<file path="config.mk">
export PLATFORM = sky130hd
export DESIGN_NAME = rggen_bit_field_sticky_event_flat
export DESIGN_NICKNAME = d
export VERILOG_FILES = /design/src/rtl/rggen_rtl_pkg.sv /design/src/rtl/rggen_bit_field_if.sv /design/src/rtl/rggen_event_detector.sv /design/src/rtl/rggen_bit_field_sticky_event.sv /design/src/flat_wrapper.sv
export SDC_FILE = /design/constraint.sdc
export NUM_CORES = 1
export LEC_CHECK = 0
export ABC_CLOCK_PERIOD_IN_PS = 1460
export CAP_MARGIN = 20
export CELL_PAD_IN_SITES_DETAIL_PLACEMENT = 1
export CELL_PAD_IN_SITES_GLOBAL_PLACEMENT = 2
export CORE_AREA = 10 10 47 49
export CTS_BUF_LIST = sky130_fd_sc_hd__clkbuf_2
export DETAILED_ROUTE_END_ITERATION = 10
export DIE_AREA = 0 0 57 59
export PLACE_DENSITY = 0.67
export SLEW_MARGIN = 15
export SYNTH_ARGS = -nofsm -noshare
export SYNTH_HDL_FRONTEND = slang
export SYNTH_SLANG_ARGS = --single-unit
</file>
<file path="constraint.sdc">
create_clock -name clk -period 1.46 [get_ports clk]
set_clock_uncertainty 0.2 [all_clocks]
set_input_delay 0.292 -clock clk [delete_from_list [all_inputs] [get_ports clk]]
set_output_delay 0.292 -clock clk [all_outputs]
set_load 0.005 [all_outputs]
</file>
<file path="src/rtl/rggen_rtl_pkg.sv">
// Shared types for rggen bit-field primitives: event detection mode and the
// per-channel hit function used by the event detector.
package rggen_rtl_pkg;

    typedef enum logic [1:0] {
        RGGEN_EVENT_LEVEL,
        RGGEN_EVENT_RISING,
        RGGEN_EVENT_FALLING,
        RGGEN_EVENT_BOTH
    } rggen_event_mode;

    function automatic logic event_hit(
        input rggen_event_mode mode,
        input logic            ev,
        input logic            prev
    );
        case (mode)
            RGGEN_EVENT_LEVEL:   return ev;
            RGGEN_EVENT_RISING:  return ev & ~prev;
            RGGEN_EVENT_FALLING: return ~ev & prev;
            default:             return ev ^ prev;
        endcase
    endfunction

endpackage

</file>
<file path="src/rtl/rggen_bit_field_if.sv">
// Register-to-bit-field access channel: the register drives access strobes and
// write data/mask, the bit field returns its current value and read data.
interface rggen_bit_field_if #(
    parameter int WIDTH = 1
);
    logic             read_access;
    logic             write_access;
    logic [WIDTH-1:0] write_data;
    logic [WIDTH-1:0] write_mask;
    logic [WIDTH-1:0] value;
    logic [WIDTH-1:0] read_data;

    modport master (
        output read_access, write_access, write_data, write_mask,
        input  value, read_data
    );

    modport slave (
        input  read_access, write_access, write_data, write_mask,
        output value, read_data
    );
endinterface

</file>
<file path="src/rtl/rggen_event_detector.sv">
// Per-channel event detector producing a one-cycle hit vector.
// Optional 2-flop input synchronizer enabled by RGGEN_STICKY_EVENT_SYNC_EN.
module rggen_event_detector
    import rggen_rtl_pkg::*;
#(
    parameter rggen_event_mode EVENT_MODE = RGGEN_EVENT_RISING,
    parameter int              WIDTH      = 1
)(
    input  logic             clk,
    input  logic             rst_n,
    input  logic [WIDTH-1:0] i_event,
    output logic [WIDTH-1:0] o_hit
);

    logic [WIDTH-1:0] ev;
    logic [WIDTH-1:0] prev;

`ifdef RGGEN_STICKY_EVENT_SYNC_EN
    logic [WIDTH-1:0] sync_q0;
    logic [WIDTH-1:0] sync_q1;

    always_ff @(posedge clk or negedge rst_n) begin
        if (!rst_n) begin
            sync_q0 <= '0;
            sync_q1 <= '0;
        end else begin
            // NOTE: non-blocking assignments let both stages sample the old values,
            // giving a true two-register chain instead of a single flop.
            sync_q0 <= i_event;
            sync_q1 <= sync_q0;
        end
    end

    assign ev = sync_q1;
`else
    assign ev = i_event;
`endif

    always_ff @(posedge clk or negedge rst_n) begin
        if (!rst_n) begin
            prev <= '0;
        end else begin
            prev <= ev;
        end
    end

    always_comb begin
        // NOTE: the default assignment keeps every path of this block driven, so no latch is inferred.
        o_hit = '0;
        for (int i = 0; i < WIDTH; i++) begin
            o_hit[i] = event_hit(EVENT_MODE, ev[i], prev[i]);
        end
    end

endmodule

</file>
<file path="src/rtl/rggen_bit_field_sticky_event.sv">
// Multi-channel sticky event flags with overflow tracking, software clear and a
// registered maskable interrupt. Input sync optional via RGGEN_STICKY_EVENT_SYNC_EN.
module rggen_bit_field_sticky_event
    import rggen_rtl_pkg::*;
#(
    parameter int              WIDTH         = 1,
    parameter rggen_event_mode EVENT_MODE    = RGGEN_EVENT_RISING,
    parameter logic            CLEAR_VALUE   = 1'b1,
    parameter logic [WIDTH-1:0] INITIAL_VALUE = '0
)(
    input  logic               clk,
    input  logic               rst_n,
    input  logic [WIDTH-1:0]   i_event,
    input  logic [WIDTH-1:0]   i_irq_mask,
    rggen_bit_field_if.slave   bit_field_if,
    output logic [WIDTH-1:0]   o_value,
    output logic [WIDTH-1:0]   o_overflow,
    output logic               o_irq
);

    logic [WIDTH-1:0] hit;
    logic [WIDTH-1:0] clr;
    logic [WIDTH-1:0] flag;
    logic [WIDTH-1:0] ovf;
    logic [WIDTH-1:0] next_flag;
    logic [WIDTH-1:0] next_ovf;
    logic             next_irq;

    rggen_event_detector #(
        .EVENT_MODE (EVENT_MODE),
        .WIDTH      (WIDTH)
    ) u_detector (
        .clk     (clk),
        .rst_n   (rst_n),
        .i_event (i_event),
        .o_hit   (hit)
    );

    // Each channel is a three-state machine encoded as {ovf, flag}:
    // IDLE = 00, PENDING = 01, OVERFLOW = 11.
    always_ff @(posedge clk or negedge rst_n) begin
        if (!rst_n) begin
            flag  <= INITIAL_VALUE;
            ovf   <= '0;
            o_irq <= 1'b0;
        end else begin
            flag  <= next_flag;
            ovf   <= next_ovf;
            o_irq <= next_irq;
        end
    end

    always_comb begin
        clr = '0;
        if (bit_field_if.write_access) begin
            clr = bit_field_if.write_mask &
                  (CLEAR_VALUE ? bit_field_if.write_data : ~bit_field_if.write_data);
        end
        // A hit coinciding with a clear stays pending; the clear only wins for overflow.
        next_flag = hit | (flag & ~clr);
        next_ovf  = (hit & flag & ~clr) | (ovf & ~clr);
        next_irq  = |(next_flag & i_irq_mask);
    end

    assign o_value                = flag;
    assign o_overflow             = ovf;
    assign bit_field_if.value     = flag;
    assign bit_field_if.read_data = flag;

endmodule
</file>
<file path="src/flat_wrapper.sv">
// flat-port wrapper written by rule: the top's interface ports become plain ports
module rggen_bit_field_sticky_event_flat import rggen_rtl_pkg::*;
#(
    parameter int              WIDTH         = 1,
    parameter rggen_event_mode EVENT_MODE    = RGGEN_EVENT_RISING,
    parameter logic            CLEAR_VALUE   = 1'b1,
    parameter logic [WIDTH-1:0] INITIAL_VALUE = '0
)
  (clk, rst_n, i_event, i_irq_mask, o_value, o_overflow, o_irq, bit_field_if_read_access, bit_field_if_write_access, bit_field_if_write_data, bit_field_if_write_mask, bit_field_if_value, bit_field_if_read_data);
  rggen_bit_field_if #(.WIDTH(WIDTH)) bit_field_if_i ();
  input  logic clk;
  input  logic rst_n;
  input  logic [WIDTH-1:0] i_event;
  input  logic [WIDTH-1:0] i_irq_mask;
  output logic [WIDTH-1:0] o_value;
  output logic [WIDTH-1:0] o_overflow;
  output logic o_irq;
  input wire logic [$bits(bit_field_if_i.read_access)-1:0] bit_field_if_read_access;
  input wire logic [$bits(bit_field_if_i.write_access)-1:0] bit_field_if_write_access;
  input wire logic [$bits(bit_field_if_i.write_data)-1:0] bit_field_if_write_data;
  input wire logic [$bits(bit_field_if_i.write_mask)-1:0] bit_field_if_write_mask;
  output wire logic [$bits(bit_field_if_i.value)-1:0] bit_field_if_value;
  output wire logic [$bits(bit_field_if_i.read_data)-1:0] bit_field_if_read_data;
  assign bit_field_if_i.read_access = bit_field_if_read_access;
  assign bit_field_if_i.write_access = bit_field_if_write_access;
  assign bit_field_if_i.write_data = bit_field_if_write_data;
  assign bit_field_if_i.write_mask = bit_field_if_write_mask;
  assign bit_field_if_value = bit_field_if_i.value;
  assign bit_field_if_read_data = bit_field_if_i.read_data;
  rggen_bit_field_sticky_event #(.WIDTH(WIDTH), .EVENT_MODE(EVENT_MODE), .CLEAR_VALUE(CLEAR_VALUE), .INITIAL_VALUE(INITIAL_VALUE)) u_core (.clk(clk), .rst_n(rst_n), .i_event(i_event), .i_irq_mask(i_irq_mask), .bit_field_if(bit_field_if_i), .o_value(o_value), .o_overflow(o_overflow), .o_irq(o_irq));
endmodule
</file>
# Word-level counts from Yosys, hierarchy flattened
# Cells that the tools add are included.
[op_classes] mux=1 n_bitwise=11
[ops] operator="$and 1x1->1" count=7
[ops] operator="$not 1->1" count=2
[ops] operator="$or 1x1->1" count=2
[ops] operator="$mux 1" count=1
[totals] register_bits=4 in_bits=8

# Longest topological paths before layout
[depth] depth_word=6 ltp_mapped=2 ltp_nobuf=2

# Hierarchy
# From an unflattened synthesis, not the netlist that was laid out.
[hier_totals] hier_cells=14 area_unflattened_um2=170.2
[by_module_without_submodules] mod="rggen_bit_field_sticky_event" seq_area_each_um2=75.1 area_each_um2=131.4 cells_per_inst=12 n_inst=1
[by_module_without_submodules] mod="rggen_event_detector" seq_area_each_um2=25.0 area_each_um2=38.8 cells_per_inst=2 n_inst=1

# Worst setup path before layout
# Ideal clock, no wire load.
[synth_timing] kind="register to register" startpoint="reg u_core.flag, in the netlist u_core.bit_field_if.read_data" endpoint="reg u_core.o_irq" arrival_ps=779 path_slack_ps=399 path_buffers=0 period_less_slack_ps=1061 path_stages_with_launch=3 setup_ps=82 required_time_ps=1178 path_cell_list="dfrtp_1 or2b_1 a31oi_1"
[synth_between] elab_chain_len=3
[synth_lines] item="start: declaration" line_no="rggen_bit_field_sticky_event.sv:23" source="logic [WIDTH-1:0] flag;"
[synth_lines] item="start signal: assignment" line_no="rggen_bit_field_sticky_event.sv:47" source="flag <= next_flag;"
[synth_lines] item="$and 1x1->1" line_no="rggen_bit_field_sticky_event.sv:60" source="next_flag = hit | (flag & ~clr);"
[synth_lines] item="$or 1x1->1" line_no="rggen_bit_field_sticky_event.sv:60"
[synth_lines] item="$and 1x1->1" line_no="rggen_bit_field_sticky_event.sv:62" source="next_irq = |(next_flag & i_irq_mask);"
[synth_lines] item="named net u_core.next_irq" line_no="rggen_bit_field_sticky_event.sv:27" source="logic next_irq;"
[synth_lines] item="end signal: assignment" line_no="rggen_bit_field_sticky_event.sv:49" source="o_irq <= next_irq;"
[synth_lines] item="end: declaration" line_no="rggen_bit_field_sticky_event.sv:18" source="output logic o_irq"
# The timed path passes the listed nets, and every way through them passes these cells.

# Final worst setup path
[layout_timing] startpoint="reg u_core.flag, in the netlist u_core.bit_field_if.read_data" endpoint="out bit_field_if_read_data"
[layout_lines] item="end: declaration" line_no="flat_wrapper.sv:23" source="output wire logic [$bits(bit_field_if_i.read_data)-1:0] bit_field_if_read_data;"
# No word-level cell between the ends.

==> run metrics <==
result of the run=finished clean; setup slack, reg-to-reg=~0.14 ns; buffer cell driving the clock tree root=clkbuf_2; Leak Pwr=around 0.14 nW; worst-skew pair later-pin latency=0.21 ns; setup repair after global routing missed its margin=no; Critical Path, Cell by Cell=dlygate4sd2_1; total clock sinks=4; Via density=3.78; die area=0.00336 mm2; Seq/Total Area, Yosys=57.6%; wire length of the first global-routing pass=1040 um; most used standard cell by instance count after synthesis=dfrtp_1; H-tree depth=1; total routing usage reported by global routing=4.29%; number of antenna violations at the first check in global routing=0; data arrival time of the worst path=0.87 ns; DR DRC count=0; number of buffers inserted during clock tree synthesis=3; worst setup slack after layout=0.0950 ns; number of enable-type register cells in the synthesized netlist=0; gr ovfl total=0; Synth-to-Final Area Change=79.9%; total via count after detailed routing=between 150 and 200; post-detailed-route wirelength per cell=14.1 um; category of the worst setup path capture point=output port; top_reg_cell synth=dfrtp_1; post-route ant nets=0; family with the most delay on the worst path=flip-flops; Cell Pwr Density=950 mW/mm2; clock tree from TritonCTS=built; clk buf depth=2; post-synthesis share of cell area spent on xor and xnor gates=0%; kind of start point of the critical path=flop; # rows=14; standard cell core area=0.00140 mm2; horizontal die dimension=roughly 57 um; Reg-to-Reg Start=u_core.bit_field_if.read_data$_DFF_PN0_; leading post-synthesis cells by instance count=dfrtp_1, buf_4, inv_1; Ys Warns=0; max-capacitance violation count=0; layout cells sized above 1=24.1%; pins over their slew limit=0; critical register-to-register path endpoint=u_core.o_irq$_DFF_PN0_; Yosys top cell by area=dfrtp_1; pin count of the biggest net entering global routing=5; HP Class=primary input to asynchronous set/reset pin; die span in y=around 59 um; Post-Synthesis Mean Instance Area=11.6 um2; highest achievable clock rate=733 MHz; clock-pin slew on the worst setup and hold paths=~0.05 ns; count of nets after finishing=39; Slew headroom=about 88%; CP max FO=3; count of different cell masters after synthesis=10; starting density of the core=12.4%; final cycle utilization of the critical path=93.5%; dominant combinational cell family by area after synthesis=simple AND/OR/NAND/NOR gates; placement-stage worst setup slack=-0.0277 ns; simple-gate area share of the yosys netlist=15.1%; via count of the first global-routing pass=227; synth top area cells=dfrtp_1, buf_4, a21bo_2, a32oi_1, inv_1; multiplexer area fraction after synthesis=0%; slew at the pin closest to its max-slew limit=roughly 0.19 ns; Top-Level Pins=13; start point of the critical path=u_core.bit_field_if.read_data$_DFF_PN0_; maximum cell stage delay along the critical path=around 0.4 ns; cell with the largest stage delay on the worst path=dfrtp_1; length of the first detailed-routing pass in iterations=2; async set or reset register ratio after synthesis=100%; total count of hold-check failures in the final report=0; cell count after synthesis=15; fraction of the core area covered by cells at the end of the flow=22.3%; type of the worst setup path=flop to output port; power after layout=0.000297 W; Compound-Gate Fraction of Synth Area=14.4%; final estimated routing congestion in global placement=0.747; Synth Area in Adders=0%; crit path time final=1.36 ns; worst path buffer plus inverter count=1; net count of the mapped netlist=23; total detailed-routing wirelength=636 um; antenna diode count=0; portion of synthesized cell area occupied by the leading cell type=roughly 58%; fill count=169; count of routing violations after the opening detailed-route iteration=7; port buffer count=11; area of the mapped netlist=174 um2; setup-violating endpoint count in the final report=0; Worst Reg2Reg Path Length in Cells=4; Worst IR Drop VDD=0.277 mV; required time of the worst setup path=0.97 ns; synthesized flop and latch total=4
[area by class of cell]
type	count	area [um2]	share of cell area [%]
Timing Repair Buffer	13	119	38.0
Sequential cell	4	100	32.0
Multi-Input combinational cell	7	51.3	16.4
Tap cell	16	20.0	6.40
Clock buffer	3	15.0	4.80
Inverter	2	7.51	2.40
[registers in the layout, summed over array words and instances, names as in the netlist]
| signal | count |
|---|---|
| u_core.bit_field_if.read_data | 1 |
| u_core.o_irq | 1 |
| u_core.o_overflow | 1 |
| u_core.u_detector.prev | 1 |
[through the flow]
| stage | cells | hold slack [ns] | TNS [ns] | instance area [um2] |
|---|---|---|---|---|
| after floorplan | 15 | -0.204 | 0 | 174 |
| after global routing | 45 | 0.0846 | 0 | 313 |
| after detailed placement | 41 | 0.309 | -0.0277 | 297 |
| after CTS | 46 | 0.0831 | 0 | 322 |
| after global placement | 41 | 0.301 | 0 | 297 |
| final | 45 | 0.0791 | 0 | 313 |
[how the worst max path moves through the flow]
| stage | endpoint | slack, ns | cells past startpoint |
|---|---|---|---|
| after floorplan | u_core.o_irq$_DFF_PN0_ | 0.40 | 2 |
| after global placement | u_core.o_irq$_DFF_PN0_ | 0.06 | 3 |
| after detailed placement | u_core.o_irq$_DFF_PN0_ | -0.03 | 3 |
| after CTS | bit_field_if_value | 0.02 | 2 |
| after global routing | o_value | 0.04 | 1 |
| final | bit_field_if_read_data | 0.1 | 1 |
[cells in the final DEF (no fill, tap or decap), drive strengths merged]
cell type      count
a21bo              1
a31oi              1
a32oi              1
buf                2
clkbuf             4
clkdlybuf4s50      6
dfrtp              4
dlygate4sd2        4
inv                2
nand2b             1
nand3              1
nand3b             1
or2b               1
[cell families (layout without fill, tap and decap cells)]
kind of cell	Yosys count	count (layout)
buf+inv	4	18
simple gates	4	4
compound gates	3	3
flops	4	4
[routing by layer]
layer	global-route usage, %	up-vias	share of wire (%)	wire length, um
li1	-	78	-	-
met1	3.71	77	40	257
met2	5.89	15	41	262
met3	4.51	0	18	116
met4	3.02	0	0	0
met5	0	-	0	0
[repair_timing]
action	4_1_cts	5_1_grt
pin swaps	0	1
endpoints found under the setup margin	5	2
buffers inserted	2	0
endpoints found under the hold margin	0	0
resized for setup	6	2
hold buffers	0	0
cloned	0	0
[where the power goes]
| part | internal, W | switching (W) | leakage (nW) |
|---|---|---|---|
| sequential | 0.000122 | 0.00000510 | 0.0447 |
| combinational | 0.0000428 | 0.0000247 | 0.0854 |
| clock | 0.0000553 | 0.0000477 | 0.0125 |
| total | 0.000220 | 0.0000775 | 0.143 |
(Power assumes the default switching activity.)
